$ cat src/rtl/regfile_scoreboard.sv
// regfile_scoreboard: per-register pending-write counters that hold back issue
// of any instruction whose source register still has a write in flight (RAW),
// or whose destination counter is already saturated.
module regfile_scoreboard #(
   parameter int REGNUM       = 16,
   parameter int ADDRESSWIDTH = 4,
   parameter int CNTW         = 2,
   parameter int PC_REG       = 7
) (
   input  logic                           clk,
   input  logic                           reset,
   input  logic                           issue_valid,
   output logic                           issue_ready,
   input  logic                           issue_use1,
   input  logic                           issue_use2,
   input  logic [ADDRESSWIDTH-1:0]        issue_ra1,
   input  logic [ADDRESSWIDTH-1:0]        issue_ra2,
   input  logic                           issue_wr,
   input  logic [ADDRESSWIDTH-1:0]        issue_wa,
   input  logic                           wb_valid,
   input  logic [ADDRESSWIDTH-1:0]        wb_wa,
   output logic [REGNUM-1:0]              busy_mask,
   output logic [ADDRESSWIDTH+CNTW-1:0]   outstanding,
   output logic                           wb_error
);

   localparam int OW = ADDRESSWIDTH + CNTW;
   localparam logic [ADDRESSWIDTH-1:0] PC_IDX  = ADDRESSWIDTH'(PC_REG);
   localparam logic [CNTW-1:0]         CNT_MAX = '1;

   logic [CNTW-1:0]   cnt     [REGNUM];
   logic [CNTW-1:0]   cnt_nxt [REGNUM];
   logic [REGNUM-1:0] busy_nxt;
   logic [OW-1:0]     outstanding_nxt;

   logic [CNTW-1:0] c_ra1, c_ra2, c_wa, c_wb;
   logic raw1, raw2, full;
   logic trk_wa, trk_wb;
   logic inc, dec, err;

   // Look up the current (pre-edge) counters and derive hazards; the pc alias is never tracked
   always_comb begin
      c_ra1 = '0;
      c_ra2 = '0;
      c_wa  = '0;
      c_wb  = '0;
      if (int'(issue_ra1) < REGNUM) c_ra1 = cnt[issue_ra1];
      if (int'(issue_ra2) < REGNUM) c_ra2 = cnt[issue_ra2];
      if (int'(issue_wa)  < REGNUM) c_wa  = cnt[issue_wa];
      if (int'(wb_wa)     < REGNUM) c_wb  = cnt[wb_wa];

      raw1 = issue_use1 && (issue_ra1 != PC_IDX) && (c_ra1 != '0);
      raw2 = issue_use2 && (issue_ra2 != PC_IDX) && (c_ra2 != '0);
      full = issue_wr   && (issue_wa  != PC_IDX) && (c_wa == CNT_MAX);
      issue_ready = !(raw1 || raw2 || full);

      trk_wa = (issue_wa != PC_IDX) && (int'(issue_wa) < REGNUM);
      trk_wb = (wb_wa    != PC_IDX) && (int'(wb_wa)    < REGNUM);
      inc = issue_valid && issue_ready && issue_wr && trk_wa;
      dec = wb_valid && trk_wb && (c_wb != '0);
      err = wb_valid && trk_wb && (c_wb == '0);
   end

   // Next-state counters: an increment and decrement on the same register cancel out
   always_comb begin
      cnt_nxt = cnt;
      for (int i = 0; i < REGNUM; i++) begin
         if (inc && (int'(issue_wa) == i) && !(dec && (int'(wb_wa) == i)))
            cnt_nxt[i] = cnt[i] + CNTW'(1);
         else if (dec && (int'(wb_wa) == i) && !(inc && (int'(issue_wa) == i)))
            cnt_nxt[i] = cnt[i] - CNTW'(1);
         busy_nxt[i] = (cnt_nxt[i] != '0);
      end
      case ({inc, dec})
         2'b10:   outstanding_nxt = outstanding + OW'(1);
         2'b01:   outstanding_nxt = outstanding - OW'(1);
         default: outstanding_nxt = outstanding;
      endcase
   end

   // State registers; reset clears everything immediately, even mid-operation
   always_ff @(posedge clk or posedge reset) begin
      if (reset) begin
         for (int i = 0; i < REGNUM; i++) cnt[i] <= '0;
         busy_mask   <= '0;
         outstanding <= '0;
         wb_error    <= 1'b0;
      end else begin
         cnt         <= cnt_nxt;
         busy_mask   <= busy_nxt;
         outstanding <= outstanding_nxt;
         if (err) wb_error <= 1'b1;
      end
   end

endmodule

$ cat config.mk
export PLATFORM = sky130hd
export DESIGN_NAME = regfile_scoreboard
export DESIGN_NICKNAME = d
export VERILOG_FILES = /design/src/rtl/regfile_scoreboard.sv
export SDC_FILE = /design/constraint.sdc
export NUM_CORES = 1
export LEC_CHECK = 0
export ABC_AREA = 1
export CAP_MARGIN = 20
export CORE_MARGIN = 2
export CORE_UTILIZATION = 52
export CTS_CLUSTER_SIZE = 24
export DETAILED_ROUTE_END_ITERATION = 6
export GPL_TIMING_DRIVEN = 0
export HOLD_SLACK_MARGIN = 0.1
export PLACE_DENSITY = 0.8
export RECOVER_POWER = 100
export SLEW_MARGIN = 20
export SYNTH_ARGS = -nofsm -noshare
export SYNTH_HDL_FRONTEND = slang
export SYNTH_SLANG_ARGS = --single-unit
$ cat constraint.sdc
create_clock -name clk -period 2.6 [get_ports clk]
set_clock_uncertainty 0.05 [all_clocks]
set_input_delay 0.52 -clock clk [delete_from_list [all_inputs] [get_ports clk]]
set_output_delay 0.52 -clock clk [all_outputs]
set_load 0.02 [all_outputs]
==> impl_metrics.ini, run 1 <==
[status]
status = finished with violations
failed_checks = negative setup slack

[hold_path]
hold_path_depth = 1
hp-class = flop to flop

[clocking]
h-tree-depth = 2
cts_sinks = 55
clock_latency_ps = 310
cts_buffer_depth = 2
hold_buffers = 0
clk_pin_slew_ps = 110
clockRootBuffer = clkbuf_8
cts_tree = done
cts_buffers = 5

[routing]
antenna_left = 0
wire_per_inst_um = 14.8
drt_drc_violations_left = 0
via_per_inst = 5.30
drt-initial-drc-count = 395
drt_wl_total_um = 13900
drt_pass1_iterations = 5
vias = 4976

[timing]
finalSetupViolCount = 3
rsz0062_at_grt = true
max_freq_mhz = 339
final_max_slew_viol_count = 0
finalCritPeriodShare_pct = 113
hold_violations = 0
worst_slack_ps = -348
worstMarginPinSlew_ps = 1150
layout_min_cycle_time_ps = 2950
slew_headroom_pct = 23.0

[critical_path]
cp_common_cell = nor2_1
cp_slowest_cell = dfrtp_2
cp_num_cells = 21
crit_path_max_incr_delay_ps = 460
end_kind = flop
cp_top_family = simple AND/OR/NAND/NOR gates
crit_chain = nor2_4 > inv_1 > nand2_1 > nand2_1 > nor2_1 > nor2_1 > nor2_1 > nand2_2 > nand2_4 > inv_4 > ha_4 > ha_4 > a21oi_2 > inv_2 > a31oi_4 > nor2_2 > nor2_1 > nor2_1 > o21ai_1 > nand3_2 > xnor2_1
critPathKind = flop to flop
r2r.worst_path.cells = 21
path_max_fanout = 5
crit_required_ps = 2760
path_buf_inv = 3
start_kind = flop
worstPathArrival_ps = 3110

[yosys]
synthXorXnorAreaFrac_pct = 1.16
synth_warnings = 0
synth_mux_area_share_pct = 0
synthesis.area_sq_um = 4330
synth_edf_count = 0
synth-simple-area-share_pct = 50.5
avgSynthCellArea_sq_um = 5.88
yosysTopAreaCellShare_pct = 31.8
synthArstFlopShare_pct = 100
yosysSeqAreaShare_pct = 31.8
synth_fp_nets = 766
yosysMostFrequentCell = nand2_1
post_synth_num_cell_types = 32
synth_fa_ha_area_share_pct = 1.91
synth_top_area_cell = dfrtp_1
ys_seq_elements = 55
synth.top_cells.by_count = nand2_1, nand3_1, inv_1
synth_cells = 737
synth_top_family_by_area = simple AND/OR/NAND/NOR gates
synth_compound_gate_area_share_pct = 3.00
synth_area_leaders = dfrtp_1, nand2_1, nand3_1
synth-main-ff-cell = dfrtp_1

[global_routing]
antenna_found_initial = 0
grt_util_met1_pct = 40.3
grt_pass1_wl_um = 21700
grt_use_met2_pct = 50.9
track_usage_pct = 31.0
busiest_layer = met2
grt_max_degree = 56
met3_usage_pct = 6.25
overflow = 0
grt_pass1_vias = 4562

[final_layout]
design_area_sq_um = 5700
area_growth_pct = 31.4
n_antenna_cell = 0
drive_gt1_share_pct = 23.1
final_cells = 939
nets = 862

[floorplan]
core.rowCount = 33
num_io_pins = 47
die_x_um = 95.3
dieArea_sq_um = 9080
start_util_pct = 53.3
core_sq_um = 8130
die_h_um = 95.3

[power]
power.leakage_nw = 3.05
ir_worst_vdd_mv = 0.523
p_per_area_nw_per_um2 = 862

[placement]
gp_congestion = 0.992
place.detailed.hpwl_um = 9990
dp.cells = 887
place_area_sq_um = 4990
pre_cts_ws_ps = -1410
port_buffers = 45

[run]
drv_cap = 0
==> per-stage QoR <==
step                utilization (%)  TNS [ps]  power (mW)  hold WS, ps
floorplan                         -      -397        3.10          401
global placement               61.3    -53250        3.73          408
detailed placement             61.3    -37730        3.84          416
CTS                            67.3      -357        4.73          431
global route                   70.0     -1160        5.33          459
finish                         70.0      -679        4.91          427
==> worst paths after layout <==
path,to,slack (ps),from
max,outstanding[5]$_DFFE_PP0P_,-350,cnt[4]$_DFF_PP0_
min,outstanding[5]$_DFFE_PP0P_,430,outstanding[5]$_DFFE_PP0P_
max reg2reg,outstanding[5]$_DFFE_PP0P_,-350,cnt[4]$_DFF_PP0_
min reg2reg,outstanding[5]$_DFFE_PP0P_,430,outstanding[5]$_DFFE_PP0P_
max in group asynchronous,cnt[12]$_DFF_PP0_,810,reset
min in group asynchronous,wb_error$_DFFE_PP0P_,900,reset
==> worst register-to-register path, delay by kind of cell, from the launching register on <==
family | cells | cell delay, ps
compound gates | 3 | 460
simple gates | 12 | 1120
fa+ha+maj | 2 | 410
flops | 1 | 460
buf+inv | 3 | 200
xor+xnor | 1 | 130
==> area by class of cell <==
| cell class | instances | area [sq um] |
|---|---|---|
| Multi-Input combinational cell | 553 | 2720 |
| Fill cell | 709 | 2440 |
| Sequential cell | 55 | 1400 |
| Timing Repair Buffer | 89 | 802 |
| Inverter | 119 | 467 |
| Tap cell | 105 | 131 |
| Buffer | 10 | 97.6 |
| Clock buffer | 5 | 68.8 |
| Clock inverter | 3 | 15.0 |
==> cell usage in the layout, fill, tap and decap left out, types with 3 or more instances in the layout <==
| cell | n |
|---|---|
| buf_8 | 4 |
| o21ai_0 | 3 |
| nand3b_1 | 6 |
| a21oi_1 | 3 |
| nor2_1 | 41 |
| nand2_1 | 318 |
| dfrtp_1 | 39 |
| nor2_2 | 7 |
| nand4_1 | 12 |
| dlygate4sd3_1 | 23 |
| clkdlybuf4s50_1 | 7 |
| ha_4 | 3 |
| nand3_1 | 83 |
| dlygate4sd2_1 | 6 |
| clkinv_2 | 3 |
| buf_4 | 42 |
| clkinv_1 | 9 |
| nor2_4 | 14 |
| inv_1 | 67 |
| inv_4 | 3 |
| dfrtp_2 | 16 |
| o21ai_1 | 8 |
| nand2_2 | 23 |
| clkdlybuf4s15_2 | 6 |
| buf_6 | 3 |
| clkbuf_1 | 4 |
| clkbuf_8 | 5 |
| inv_2 | 39 |
| o21ai_2 | 3 |
| nand3_2 | 8 |
| nand2_4 | 3 |
==> layer usage <==
metal | share of wire (%) | routed length [um]
met5 | 0 | 0
met1 | 42 | 5860
met3 | 8.0 | 1120
met2 | 46 | 6450
met4 | 3.3 | 453
==> cell families after synthesis <==
logic type | count (synthesis)
flip-flops | 55
XOR/XNOR | 4
buffers and inverters | 129
AND/OR/NAND/NOR | 519
AO/OA/AOI/OAI | 24
adder cells (fa/ha/maj) | 6
==> flip-flops by register name (all words and copies together), names as in the netlist <==
| name | count |
|---|---|
| wb_error | 1 |
| cnt | 32 |
| busy_mask | 16 |
| outstanding | 6 |
==> timing repair <==
item,CTS,global route
endpoints found under the setup margin,50,13
buffers inserted,31,14
pin swaps,19,27
cloned,0,1
resized for setup,109,35
==> report_power, final <==
part | internal, mW | switching [mW] | total, mW
Combinational | 1.18 | 1.62 | 2.80
Sequential | 1.22 | 0.402 | 1.62
Clock | 0.186 | 0.300 | 0.486
No activity file was read; power rests on OpenSTA's default activity.
==> run 2: changes to the inputs <==
--- a/config.mk
+++ b/config.mk
@@ -7,6 +7,7 @@
 export LEC_CHECK = 0
 export ABC_AREA = 1
 export CAP_MARGIN = 20
+export CORE_ASPECT_RATIO = 1.4
 export CORE_MARGIN = 2
 export CORE_UTILIZATION = 52
 export CTS_CLUSTER_SIZE = 24
@@ -15,6 +16,7 @@
 export HOLD_SLACK_MARGIN = 0.1
 export PLACE_DENSITY = 0.8
 export RECOVER_POWER = 100
+export SETUP_SLACK_MARGIN = 0.02
 export SLEW_MARGIN = 20
 export SYNTH_ARGS = -nofsm -noshare
 export SYNTH_HDL_FRONTEND = slang
==> impl_metrics.ini, run 2 (synthesized netlist as in run 1, its figures left out) <==
[run]
drv_cap = 0

[hold_path]
hp-class = flop to flop
whs_endpoint = outstanding[5]$_DFFE_PP0P_
hold_path_depth = 1
hold_path_startpoint = outstanding[5]$_DFFE_PP0P_

[critical_path]
worst_r2r_startpoint = cnt[28]$_DFF_PP0_
crit_required_ps = 2740
r2r_slack_ps = -340
critPathKind = flop to flop
r2r.worst_path.cells = 21
path_max_fanout = 5
crit_path_max_incr_delay_ps = 450
worstPathArrival_ps = 3080
crit_chain = nor2_4 > nand2_1 > nand3_1 > nand3_1 > nand2_1 > nor2_1 > nand2_2 > nand2_2 > nor2_4 > nand2_4 > ha_4 > ha_4 > a21oi_2 > inv_1 > a31oi_2 > nor2_1 > nor2_1 > nor2_1 > o21ai_1 > nand3_1 > xnor2_1
end_kind = flop
cp_slowest_cell = dfrtp_2
cp_common_cell = nor2_1
reg2reg_to = outstanding[5]$_DFFE_PP0P_
path_buf_inv = 1
cp_top_family = simple AND/OR/NAND/NOR gates
start_kind = flop

[status]
failed_checks = negative setup slack
status = finished with violations

[global_routing]
antenna_found_initial = 0
grt_pass1_wl_um = 21500
overflow = 0
grt_pass1_vias = 4753
track_usage_pct = 30.1
grt_max_degree = 56

[timing]
final_max_slew_viol_count = 0
worst_slack_ps = -339
slew_headroom_pct = 25.8
layout_min_cycle_time_ps = 2940
fin_hold_ws_ps = 424
max_freq_mhz = 340
tns_ps = -882
finalCritPeriodShare_pct = 113
rsz0062_at_grt = true
worstMarginPinSlew_ps = 1110
hold_violations = 0
finalSetupViolCount = 3

[final_layout]
layout_common_cells = nand2_1, nand3_1, inv_1
nets = 854
design_area_sq_um = 5660
regArea_sq_um = 1390
drive_gt1_share_pct = 21.7
max_flop_register = cnt
final_cells = 928
largestRegisters = cnt x32, busy_mask x16, outstanding x6
final_util_pct = 69.4
multi_input_area_sq_um = 2670
area_growth_pct = 30.6
n_fill_cell = 694
n_antenna_cell = 0
largest_reg_flops = 32
final_common_cell = nand2_1

[routing]
drt_wl_total_um = 13400
drt_drc_violations_left = 0
antenna_left = 0
wire_per_inst_um = 14.4
drt-initial-drc-count = 500
via_per_inst = 5.41
drt_pass1_iterations = 6
vias = 5025

[clocking]
cts_sinks = 55
clock_latency_ps = 300
cts_buffer_depth = 2
cts_tree = done
h-tree-depth = 2
hold_buffers = 0
cts_buffers = 5
clockRootBuffer = clkbuf_16
clk_pin_slew_ps = 70

[floorplan]
num_io_pins = 47
start_util_pct = 53.2
core.rowCount = 39
dieArea_sq_um = 9090
die_h_um = 112
core_sq_um = 8150
die_x_um = 81.1

[power]
swShare_pct = 44.5
internal_power_mw = 2.83
power_frac_comb_pct = 52.1
switchingPower_mw = 2.26
clock_power_share_pct = 15.5
power.leakage_nw = 3.08
total_power_mw = 5.09
ir_worst_vdd_mv = 0.608
pwr-share-seq_pct = 32.4
p_per_area_nw_per_um2 = 900

[placement]
pre_cts_ws_ps = -1400
port_buffers = 45
dp.cells = 884
gp_congestion = 1.04
place_area_sq_um = 4990
place.detailed.hpwl_um = 9300
## run 2: cell count changes in the layout (fill, tap and decap cells not counted), moves of 4 or more
cell / before / now
clkdlybuf4s15_2: 6 / 2
buf_4: 42 / 36
inv_2: 39 / 47
nand2_2: 23 / 19
dlygate4sd3_1: 23 / 1
nand3_2: 8 / 3
clkdlybuf4s50_1: 7 / 29
clkbuf_16: 1 / 5
dfrtp_2: 16 / 11
nand3_1: 83 / 88
dfrtp_1: 39 / 44
clkbuf_8: 5 / 1
nand2_1: 318 / 322
inv_1: 67 / 60
## run 2: metal layers
metal  track usage [%]  wire length [um]  up-vias
li1                  -                 -     2439
met1              36.0              5120     2265
met2              50.3              6520      261
met3              5.19              1040       60
met4              16.2               673        0
met5                 0                 0        -
## run 2: how the worst max path moves through the flow
| stage | depth (start not counted) | endpoint | from |
|---|---|---|---|
| CTS | 24 | outstanding[5]$_DFFE_PP0P_ | cnt[21]$_DFF_PP0_ |
| detailed placement | 19 | outstanding[5]$_DFFE_PP0P_ | issue_wa[0] |
| global route | 21 | outstanding[5]$_DFFE_PP0P_ | cnt[12]$_DFF_PP0_ |
| global placement | 19 | outstanding[5]$_DFFE_PP0P_ | issue_wa[0] |
| floorplan | 25 | outstanding[5]$_DFFE_PP0P_ | issue_wa[0] |
| finish | 21 | outstanding[5]$_DFFE_PP0P_ | cnt[28]$_DFF_PP0_ |
## run 2: power by group through the flow
stage	logic, mW	registers, mW	clock network [mW]
floorplan	1.47	1.64	0
global placement	2.15	1.56	0
detailed placement	2.22	1.58	0
CTS	2.48	1.61	0.804
global route	2.96	1.70	0.841
finish	2.65	1.65	0.789
## run 2: layout make-up
cell class,count,area share (%)
clock buffer,6,2.46
timing repair buffer,82,13.0
multi-input combinational,553,47.2
tap,102,2.26
sequential,55,24.6
buffer,9,1.64
inverter,119,8.25
clock inverter,2,0.619
## run 2: timing repair
action	4_1_cts	5_1_grt
pin swaps	22	17
setup endpoints to repair	51	10
gates resized for setup	116	33
cloned	1	0
setup buffers	25	12
==> run 3: changes to the inputs <==
--- a/config.mk
+++ b/config.mk
@@ -10,14 +10,14 @@
 export CORE_ASPECT_RATIO = 1.4
 export CORE_MARGIN = 2
 export CORE_UTILIZATION = 52
-export CTS_CLUSTER_SIZE = 24
+export CTS_CLUSTER_SIZE = 14
 export DETAILED_ROUTE_END_ITERATION = 6
 export GPL_TIMING_DRIVEN = 0
 export HOLD_SLACK_MARGIN = 0.1
 export PLACE_DENSITY = 0.8
 export RECOVER_POWER = 100
 export SETUP_SLACK_MARGIN = 0.02
-export SLEW_MARGIN = 20
+export SLEW_MARGIN = 10
 export SYNTH_ARGS = -nofsm -noshare
 export SYNTH_HDL_FRONTEND = slang
 export SYNTH_SLANG_ARGS = --single-unit
==> impl_metrics.ini, run 3 (synthesized netlist as in run 1, its figures left out) <==
[hold_path]
hp-class = flop to flop

[global_routing]
grt_pass1_vias = 4623
grt_pass1_wl_um = 20800
overflow = 0
antenna_found_initial = 0
grt_max_degree = 32
track_usage_pct = 29.1

[floorplan]
die_x_um = 81.1
core_sq_um = 8150
die_h_um = 112
start_util_pct = 53.2
core.rowCount = 39
num_io_pins = 47
dieArea_sq_um = 9090

[final_layout]
final_common_cell = nand2_1
n_antenna_cell = 0
max_flop_register = cnt
area_growth_pct = 27.7
layout_common_cells = nand2_1, nand3_1, inv_1
final_util_pct = 67.9
largestRegisters = cnt x32, busy_mask x16, outstanding x6
largest_reg_flops = 32
nets = 843
n_fill_cell = 700
design_area_sq_um = 5530
drive_gt1_share_pct = 19.8
final_cells = 917

[power]
swShare_pct = 44.9
total_power_mw = 4.95
power_frac_comb_pct = 50.8
ir_worst_vdd_mv = 0.631
pwr-share-seq_pct = 33.2
p_per_area_nw_per_um2 = 894
power.leakage_nw = 2.97
internal_power_mw = 2.72
switchingPower_mw = 2.22
clock_power_share_pct = 16.0

[critical_path]
crit_required_ps = 2740
start_kind = flop
path_max_fanout = 6
crit_path_max_incr_delay_ps = 450
crit_chain = nor2_2 > nand2_1 > nand3_1 > nand3_1 > nand2_1 > nand2_1 > nand2_2 > nand2_2 > nor2_4 > nand2_4 > ha_4 > ha_4 > a21oi_2 > inv_1 > a31oi_2 > nor2_2 > nor2_2 > nor2_2 > o21ai_1 > nand3_1 > xnor2_1
cp_common_cell = nor2_2
end_kind = flop
cp_slowest_cell = dfrtp_2
critPathKind = flop to flop
worstPathArrival_ps = 3120

[routing]
antenna_left = 0
drt-initial-drc-count = 552
vias = 4994
wire_per_inst_um = 14.2
drt_drc_violations_left = 0
drt_wl_total_um = 13000
via_per_inst = 5.45
drt_pass1_iterations = 6

[status]
status = finished with violations
failed_checks = negative setup slack

[timing]
worstMarginPinSlew_ps = 919
hold_violations = 0
fin_hold_ws_ps = 416
rsz0062_at_grt = true
finalSetupViolCount = 4
layout_min_cycle_time_ps = 2980
max_freq_mhz = 335
final_max_slew_viol_count = 0
finalCritPeriodShare_pct = 115
tns_ps = -736
worst_slack_ps = -383
slew_headroom_pct = 38.6

[run]
drv_cap = 0

[placement]
port_buffers = 45
pre_cts_ws_ps = -1410
gp_congestion = 1.04
place.detailed.hpwl_um = 9450
dp.cells = 885
place_area_sq_um = 5000

[clocking]
clk_pin_slew_ps = 70
cts_buffer_depth = 2
clockRootBuffer = clkbuf_16
h-tree-depth = 2
clock_latency_ps = 300
cts_sinks = 55
cts_tree = done
cts_buffers = 5
## run 3: worst paths after layout
| path | startpoint | to | cells after the start | slack [ps] |
|---|---|---|---|---|
| worst min register to register | outstanding[5]$_DFFE_PP0P_ | outstanding[5]$_DFFE_PP0P_ | 1 | 420 |
| worst max-delay path | cnt[6]$_DFF_PP0_ | outstanding[5]$_DFFE_PP0P_ | 21 | -380 |
| worst min-delay path | outstanding[5]$_DFFE_PP0P_ | outstanding[5]$_DFFE_PP0P_ | 1 | 420 |
| max in group asynchronous | reset | cnt[21]$_DFF_PP0_ | 3 | 380 |
| worst max register to register | cnt[6]$_DFF_PP0_ | outstanding[5]$_DFFE_PP0P_ | 21 | -380 |
| min in group asynchronous | reset | cnt[24]$_DFF_PP0_ | 2 | 810 |
## run 3: per-layer routing
metal / vias up / wire [um] / share of wire (%) / GRT usage (%)
met5: - / 0 / 0 / 0
met4: 0 / 597 / 4.6 / 15.3
met3: 61 / 1110 / 8.5 / 4.54
met2: 282 / 6350 / 49 / 48.8
met1: 2233 / 4970 / 38 / 35.3
li1: 2418 / - / - / -
## run 3: worst max-delay path, delay by kind of cell, from the launching register on
kind	cells	cell delay, ps
fa+ha+maj	2	410
buf+inv	1	60
compound gates	3	410
flops	1	450
xor+xnor	1	130
simple gates	14	1360
## run 3: cell type report
| type | instances | area, sq um | area share [%] |
|---|---|---|---|
| clock buffer | 6 | 139 | 2.51 |
| timing repair buffer | 70 | 608 | 11.0 |
| sequential | 55 | 1390 | 25.1 |
| buffer | 10 | 91.3 | 1.65 |
| inverter | 119 | 467 | 8.43 |
| tap | 102 | 128 | 2.31 |
| multi-input combinational | 553 | 2680 | 48.4 |
| clock inverter | 2 | 35.0 | 0.633 |
## run 3: power by group through the flow
stage | Clock [mW] | Combinational (mW) | Sequential, mW
5_1_grt | 0.840 | 2.82 | 1.69
6_report | 0.791 | 2.51 | 1.64
2_1_floorplan | 0 | 1.47 | 1.64
4_1_cts | 0.802 | 2.39 | 1.61
3_3_place_gp | 0 | 2.15 | 1.56
3_5_place_dp | 0 | 2.23 | 1.58
## run 3: repair_timing
item / CTS / global route
endpoints found under the hold margin: 0 / 0
buffers inserted: 14 / 10
hold buffers: 0 / 0
pin swaps: 14 / 9
setup endpoints to repair: 52 / 21
resized for setup: 96 / 40
